--- config.mk ---
export PLATFORM = sky130hd
export DESIGN_NAME = rvm_shift_seq
export DESIGN_NICKNAME = d
export VERILOG_FILES = /design/src/rtl/rvm_shift_seq_pkg.sv /design/src/rtl/rvm_shift_seq_shift.sv /design/src/rtl/rvm_shift_seq.sv
export SDC_FILE = /design/constraint.sdc
export NUM_CORES = 1
export LEC_CHECK = 0
export BUFFER_PORTS_ARGS = -buffer_cell sky130_fd_sc_hd__buf_2
export CAP_MARGIN = 30
export CORE_MARGIN = 2
export CORE_UTILIZATION = 32
export DETAILED_ROUTE_END_ITERATION = 7
export GPL_ROUTABILITY_DRIVEN = 0
export SKIP_LAST_GASP = 1
export SYNTH_ARGS = -nofsm -noshare
export SYNTH_HDL_FRONTEND = slang
export SYNTH_SLANG_ARGS = --single-unit
--- constraint.sdc ---
create_clock -name clk -period 2.6 [get_ports clk]
set_input_delay 0.26 -clock clk [delete_from_list [all_inputs] [get_ports clk]]
set_output_delay 0.26 -clock clk [all_outputs]
set_load 0.05 [all_outputs]
--- src/rtl/rvm_shift_seq_pkg.sv ---
// Shared types and constants for the shift sequencer: FSM state encodings
// and the shift op codes used by both the sequencer and its shifter.
package rvm_shift_seq_pkg;

    typedef enum logic [2:0] {
        RVM_SHSEQ_IDLE   = 3'd0,
        RVM_SHSEQ_FETCH1 = 3'd1,
        RVM_SHSEQ_FETCH2 = 3'd2,
        RVM_SHSEQ_EXEC   = 3'd3,
        RVM_SHSEQ_WB     = 3'd4
    } shseq_state_e;

    localparam logic [1:0] RVM_SHIFT_NOP = 2'b00;
    localparam logic [1:0] RVM_SHIFT_SLL = 2'b01;
    localparam logic [1:0] RVM_SHIFT_SRL = 2'b10;
    localparam logic [1:0] RVM_SHIFT_SRA = 2'b11;

endpackage

--- src/rtl/rvm_shift_seq_shift.sv ---
// Combinational 32-bit barrel shifter. The output is zero whenever valid is
// low or the op is NOP; the sequencer handles the move case itself.
module rvm_shift_seq_shift
    import rvm_shift_seq_pkg::*;
(
    input  logic        i_valid,
    input  logic [1:0]  i_op,
    input  logic [31:0] i_a,
    input  logic [4:0]  i_shamt,
    output logic [31:0] o_result
);

    logic signed [31:0] w_sra;

    // Arithmetic right shift kept on a signed wire so the sign bit replicates
    assign w_sra = $signed(i_a) >>> i_shamt;

    // Select the shift flavour for the requested op
    always_comb begin
        o_result = 32'd0;
        if (i_valid) begin
            case (i_op)
                RVM_SHIFT_SLL: o_result = i_a << i_shamt;
                RVM_SHIFT_SRL: o_result = i_a >> i_shamt;
                RVM_SHIFT_SRA: o_result = w_sra;
                default:       o_result = 32'd0;
            endcase
        end else begin
            o_result = 32'd0;
        end
    end

endmodule

--- src/rtl/rvm_shift_seq.sv ---
// Shift sequencer: fetches rs1 (and rs2 for the register form) through the
// single register-file read port, runs the shifter, and writes rd back.
// All outputs are registered: each is computed from the next state so the
// port value lines up with the state the FSM enters on the same edge.
module rvm_shift_seq
    import rvm_shift_seq_pkg::*;
(
    input  logic        clk,
    input  logic        resetn,
    input  logic        start,
    output logic        busy,
    output logic        done,
    input  logic [1:0]  op,
    input  logic        use_imm,
    input  logic [4:0]  imm,
    input  logic [4:0]  rs1_addr,
    input  logic [4:0]  rs2_addr,
    input  logic [4:0]  rd_addr,
    output logic        rf_rd_en,
    output logic [4:0]  rf_rd_addr,
    input  logic [31:0] rf_rd_data,
    output logic        rf_wr_en,
    output logic [4:0]  rf_wr_addr,
    output logic [31:0] rf_wr_data
);

    shseq_state_e r_state;
    shseq_state_e w_next_state;

    logic [1:0]  r_op;
    logic        r_use_imm;
    logic [4:0]  r_imm;
    logic [4:0]  r_rs2;
    logic [4:0]  r_rd;
    logic [31:0] r_lhs;

    logic        r_busy;
    logic        r_done;
    logic        r_rd_en;
    logic [4:0]  r_rd_addr;
    logic        r_wr_en;
    logic [4:0]  r_wr_addr;
    logic [31:0] r_result;

    logic        w_busy;
    logic        w_done;
    logic        w_rd_en;
    logic [4:0]  w_rd_addr;
    logic        w_wr_en;
    logic [4:0]  w_wr_addr;
    logic [31:0] w_result;

    logic [4:0]  w_rhs;
    logic        w_shift_valid;
    logic [31:0] w_shift_out;
    logic [31:0] w_exec_result;

    // rs2 data arrives during EXEC, so only bits [4:0] are used as the amount
    assign w_rhs         = r_use_imm ? r_imm : rf_rd_data[4:0];
    assign w_shift_valid = (r_state == RVM_SHSEQ_EXEC) && (r_op != RVM_SHIFT_NOP);
    assign w_exec_result = (r_op == RVM_SHIFT_NOP) ? r_lhs : w_shift_out;

    rvm_shift_seq_shift u_rvm_shift (
        .i_valid  (w_shift_valid),
        .i_op     (r_op),
        .i_a      (r_lhs),
        .i_shamt  (w_rhs),
        .o_result (w_shift_out)
    );

    // Next-state logic and the output values that go with the next state
    always_comb begin
        w_next_state = r_state;
        w_rd_en      = 1'b0;
        w_rd_addr    = 5'd0;
        w_wr_en      = 1'b0;
        w_wr_addr    = 5'd0;
        w_result     = 32'd0;
        w_done       = 1'b0;

        case (r_state)
            RVM_SHSEQ_IDLE: begin
                if (start) begin
                    w_next_state = RVM_SHSEQ_FETCH1;
                end else begin
                    w_next_state = RVM_SHSEQ_IDLE;
                end
            end
            RVM_SHSEQ_FETCH1: w_next_state = RVM_SHSEQ_FETCH2;
            RVM_SHSEQ_FETCH2: w_next_state = RVM_SHSEQ_EXEC;
            RVM_SHSEQ_EXEC:   w_next_state = RVM_SHSEQ_WB;
            RVM_SHSEQ_WB:     w_next_state = RVM_SHSEQ_IDLE;
            default:          w_next_state = RVM_SHSEQ_IDLE;
        endcase

        case (w_next_state)
            RVM_SHSEQ_FETCH1: begin
                // Only reachable from IDLE, where the address is still on the port
                w_rd_en   = 1'b1;
                w_rd_addr = rs1_addr;
            end
            RVM_SHSEQ_FETCH2: begin
                if (r_use_imm) begin
                    w_rd_en   = 1'b0;
                    w_rd_addr = 5'd0;
                end else begin
                    w_rd_en   = 1'b1;
                    w_rd_addr = r_rs2;
                end
            end
            RVM_SHSEQ_WB: begin
                w_done    = 1'b1;
                w_wr_en   = (r_rd != 5'd0);
                w_wr_addr = r_rd;
                w_result  = w_exec_result;
            end
            default: begin
                w_rd_en = 1'b0;
            end
        endcase

        w_busy = (w_next_state != RVM_SHSEQ_IDLE);
    end

    // State register and registered outputs
    always_ff @(posedge clk) begin
        if (!resetn) begin
            r_state   <= RVM_SHSEQ_IDLE;
            r_busy    <= 1'b0;
            r_done    <= 1'b0;
            r_rd_en   <= 1'b0;
            r_rd_addr <= 5'd0;
            r_wr_en   <= 1'b0;
            r_wr_addr <= 5'd0;
            r_result  <= 32'd0;
        end else begin
            r_state   <= w_next_state;
            r_busy    <= w_busy;
            r_done    <= w_done;
            r_rd_en   <= w_rd_en;
            r_rd_addr <= w_rd_addr;
            r_wr_en   <= w_wr_en;
            r_wr_addr <= w_wr_addr;
            r_result  <= w_result;
        end
    end

    // Instruction fields latched at start, lhs latched from the rs1 read
    always_ff @(posedge clk) begin
        if (!resetn) begin
            r_op      <= RVM_SHIFT_NOP;
            r_use_imm <= 1'b0;
            r_imm     <= 5'd0;
            r_rs2     <= 5'd0;
            r_rd      <= 5'd0;
            r_lhs     <= 32'd0;
        end else begin
            if ((r_state == RVM_SHSEQ_IDLE) && start) begin
                r_op      <= op;
                r_use_imm <= use_imm;
                r_imm     <= imm;
                r_rs2     <= rs2_addr;
                r_rd      <= rd_addr;
            end
            if (r_state == RVM_SHSEQ_FETCH2) begin
                r_lhs <= rf_rd_data;
            end
        end
    end

    assign busy       = r_busy;
    assign done       = r_done;
    assign rf_rd_en   = r_rd_en;
    assign rf_rd_addr = r_rd_addr;
    assign rf_wr_en   = r_wr_en;
    assign rf_wr_addr = r_wr_addr;
    assign rf_wr_data = r_result;

endmodule

==> summary.txt <==
Synthesis
  • Mean cell area of the mapped netlist: 8.20 sq um
  • Top cells by area, synth: dfxtp_1 (23%), mux2i_1 (13%), mux4_2 (11%)
  • YS warnings: 0
  • Largest area contributor in the netlist: dfxtp_1
  • Yosys reg bits: 99
  • Top cell type's share of synthesized area: 23.3%
  • Post-synthesis async set-or-reset flop share: 0%
  • Number of synthesized flops with an enable pin: 0
  • Synth Cell Area: 8520 sq um
  • Gate count of the mapped netlist: 1038
  • Syn_nets: 1096
  • Seq/Total Area, Yosys: 23.3%
  • Synth cell types: 70
  • Ys flop type: dfxtp_1

Drt
  • DRC: 0
  • Routed wire length: 37700 um
  • Number of vias per cell: 6.37
  • DRT Pass-1 Iters: 7
  • DR WL/cell: 24.8 um
  • Post-route ant nets: 0
  • Initial DRC count: 1621
  • Vias: 9681

Hold path
  • Hold Path Depth: 3
  • Min-delay src: rf_rd_data[11]
  • HP Class: input pin to register
  • Hold Path End: r_lhs[11]

Timing
  • # setup viols final: 4
  • FMAX: 372 MHz
  • Max-slew violation total from the final report: 0
  • Tcrit/Tclk final: 103%
  • RSZ-0062 raised after global routing: true
  • Setup TNS: -0.123 ns
  • Final hold vios: 0
  • Minimum clock period: 2.69 ns
  • Slew margin rel.: 44.6%
  • Slew @ Worst Pin: 0.829 ns
  • Worst Clk Skew: 0.0109 ns
  • Worst hold margin: 0.133 ns
  • Fin worst setup slack: -0.0855 ns

Global routing
  • Gr ovfl total: 0
  • Vias in the first global route: 9185
  • Initial antenna violation count: 0
  • Largest net degree at the start of global routing: 53
  • Total GRT Usage: 26.1%
  • First-pass GRT wire length: 56600 um

Clocking
  • Hold Buf Count CTS: 0
  • Clock tree from TritonCTS: built
  • Clock-pin slew of the registers on the worst-case setup and hold paths: 0.08 ns
  • CTS buffer count: 9
  • Clock sinks: 99
  • Root Buffer Master: clkbuf_16
  • H-tree depth: 3
  • Worst-Skew Late Latency: 0.37 ns
  • CTS max path bufs: 2

Critical path
  • Reg2reg setup slack: -0.09 ns
  • RR Startpoint: r_use_imm
  • Worst EP required: 2.83 ns
  • Worst Reg-to-Reg Cells: 9
  • WP data arrival: 2.91 ns
  • Crit Path Category: register to register
  • Critical Path End Type: register
  • CP Launch Type: register
  • Critical R2R Capture: rf_wr_data[18]
  • Max Fanout on Critical Path: 10

Placement
  • Hpwl dp: 27000 um
  • Place WS: -0.138 ns
  • Placed instance count: 1488
  • Port bufs: 103
  • Placed Area: 10100 sq um

Layout
  • Synth-to-Final Area Change: 26.6%
  • Non-filler cells, final: 1520
  • Share of cells above drive strength 1: 32.2%
  • Post-route cell area: 10800 sq um
  • Ant diodes: 0
  • Nets: 1238

Floorplan
  • Initial Utilization: 32.7%
  • Row Count: 59
  • DIE WIDTH: 167 um
  • Die area: 27900 sq um
  • Top Ports: 104
  • Core Area: 26100 sq um
  • Die Ht: 167 um

Power
  • Power per Cell Area: 517 nW/um^2
  • Pleak: 4.23 nW
  • Maximum vdd drop: 0.337 mV

Job
  • Max_cap viols: 0

Status
  • Failing checks: setup timing
  • Status: finished with violations
-- routing by layer --
layer / up-vias / global-route usage, % / part of all wire (%)
met5: - / 0 / 0
met3: 227 / 8.98 / 14
li1: 4187 / - / -
met1: 4463 / 34.9 / 39
met4: 0 / 14.0 / 7.1
met2: 804 / 37.0 / 40
-- cell usage in the layout, fill, tap and decap left out, drive strengths merged, types with 10 or more instances in the layout --
master / netlist / routed
a31oi: 12 / 12
a221oi: 12 / 12
a21boi: 54 / 54
nand3: 20 / 20
o211ai: 13 / 13
inv: 6 / 10
o21ai: 39 / 39
mux4: 41 / 41
mux2i: 114 / 114
a22oi: 16 / 16
dfxtp: 99 / 99
and2: 13 / 13
mux2: 25 / 26
o221ai: 12 / 12
buf: 46 / 249
nor3: 21 / 21
nand2: 183 / 183
nor2: 61 / 61
o22ai: 16 / 16
a21oi: 33 / 33
a211oi: 17 / 17
-- synth_stat cells (4+ instances only) --
| cell type | count |
|---|---|
| a22oi_1 | 16 |
| a32oi_1 | 5 |
| buf_1 | 5 |
| a21boi_0 | 52 |
| mux4_2 | 40 |
| nor3_1 | 21 |
| a311oi_1 | 9 |
| mux2i_1 | 112 |
| a221oi_1 | 11 |
| clkbuf_1 | 75 |
| a21oi_1 | 33 |
| buf_2 | 27 |
| and3_1 | 7 |
| dfxtp_1 | 99 |
| inv_1 | 6 |
| o22ai_1 | 16 |
| buf_6 | 4 |
| nand3_1 | 20 |
| nand2b_1 | 6 |
| nand4_1 | 4 |
| nor4_1 | 4 |
| buf_4 | 10 |
| nor2_1 | 61 |
| a211o_1 | 4 |
| a31oi_1 | 12 |
| o211ai_1 | 13 |
| mux2_2 | 23 |
| o21ai_0 | 38 |
| nor2b_1 | 4 |
| or2_2 | 6 |
| a211oi_1 | 17 |
| nand2_1 | 183 |
| a21o_1 | 4 |
| o31ai_1 | 9 |
| and2_1 | 13 |
| o221ai_1 | 12 |
-- state kept, by name (all words and copies together) (netlist names) --
| register | count |
|---|---|
| r_lhs | 32 |
| rf_wr_data | 32 |
| r_imm | 5 |
| r_rd | 5 |
| r_rs2 | 5 |
| rf_rd_addr | 5 |
| rf_wr_addr | 5 |
| r_state | 3 |
| r_op | 2 |
| busy | 1 |
| done | 1 |
| r_use_imm | 1 |
| rf_rd_en | 1 |
| rf_wr_en | 1 |
-- cell type report --
cell class | instances | area (sq um)
Multi-Input combinational cell | 813 | 6190
Clock buffer | 9 | 225
Inverter | 6 | 22.5
Tap cell | 335 | 419
Fill cell | 2588 | 15300
Timing Repair Buffer | 251 | 1870
Sequential cell | 99 | 1990
Clock inverter | 7 | 67.6
-- worst max-delay path by stage --
stage	from	endpoint	slack, ns	cells after the start
finish	r_use_imm	rf_wr_data[18]	-0.09	9
global route	r_use_imm	rf_wr_data[25]	-0.11	9
CTS	r_use_imm	rf_wr_data[26]	-0.01	8
detailed placement	r_use_imm	rf_wr_data[26]	-0.14	9
global placement	r_use_imm	rf_wr_data[26]	-0.10	9
floorplan	r_use_imm	rf_wr_data[2]	0.23	7
-- report_power, final --
group / internal [W] / leakage (nW) / total, W / switching [W]
combinational: 0.000995 / 3.28 / 0.00235 / 0.00136
clock: 0.000676 / 0.145 / 0.00137 / 0.000692
sequential: 0.00161 / 0.804 / 0.00186 / 0.000246
total: 0.00328 / 4.23 / 0.00557 / 0.00229
-- cells by family after synthesis --
family,synth area share [%]
AO/OA/AOI/OAI,24.6
XOR/XNOR,0.103
AND/OR/NAND/NOR,17.3
flip-flops,23.3
multiplexers,27.9
buffers and inverters,6.79
-- per-stage QoR --
step           util [%]  power (W)
2_1_floorplan         -    0.00311
3_3_place_gp       38.6    0.00395
3_5_place_dp       38.6    0.00395
4_1_cts            40.4    0.00538
5_1_grt            41.4    0.00576
6_report           41.4    0.00557
-- critical path, stage by stage, from the launching register on --
cell,delay (ns)
dfxtp_4,0.38
buf_8,0.14
mux2i_4,0.32
buf_4,0.17
bufbuf_16,0.27
nor2_1,0.04
o32a_1,0.38
o31ai_1,0.28
a22oi_1,0.11
a311oi_1,0.45
-- what timing repair did --
item                       CTS  global route
setup endpoints to repair   17            29
setup buffers                7             5
gates resized for setup      8            46
cloned                       3             1
pin swaps                    0            10
Note: power is estimated with default switching activity, not from simulation.
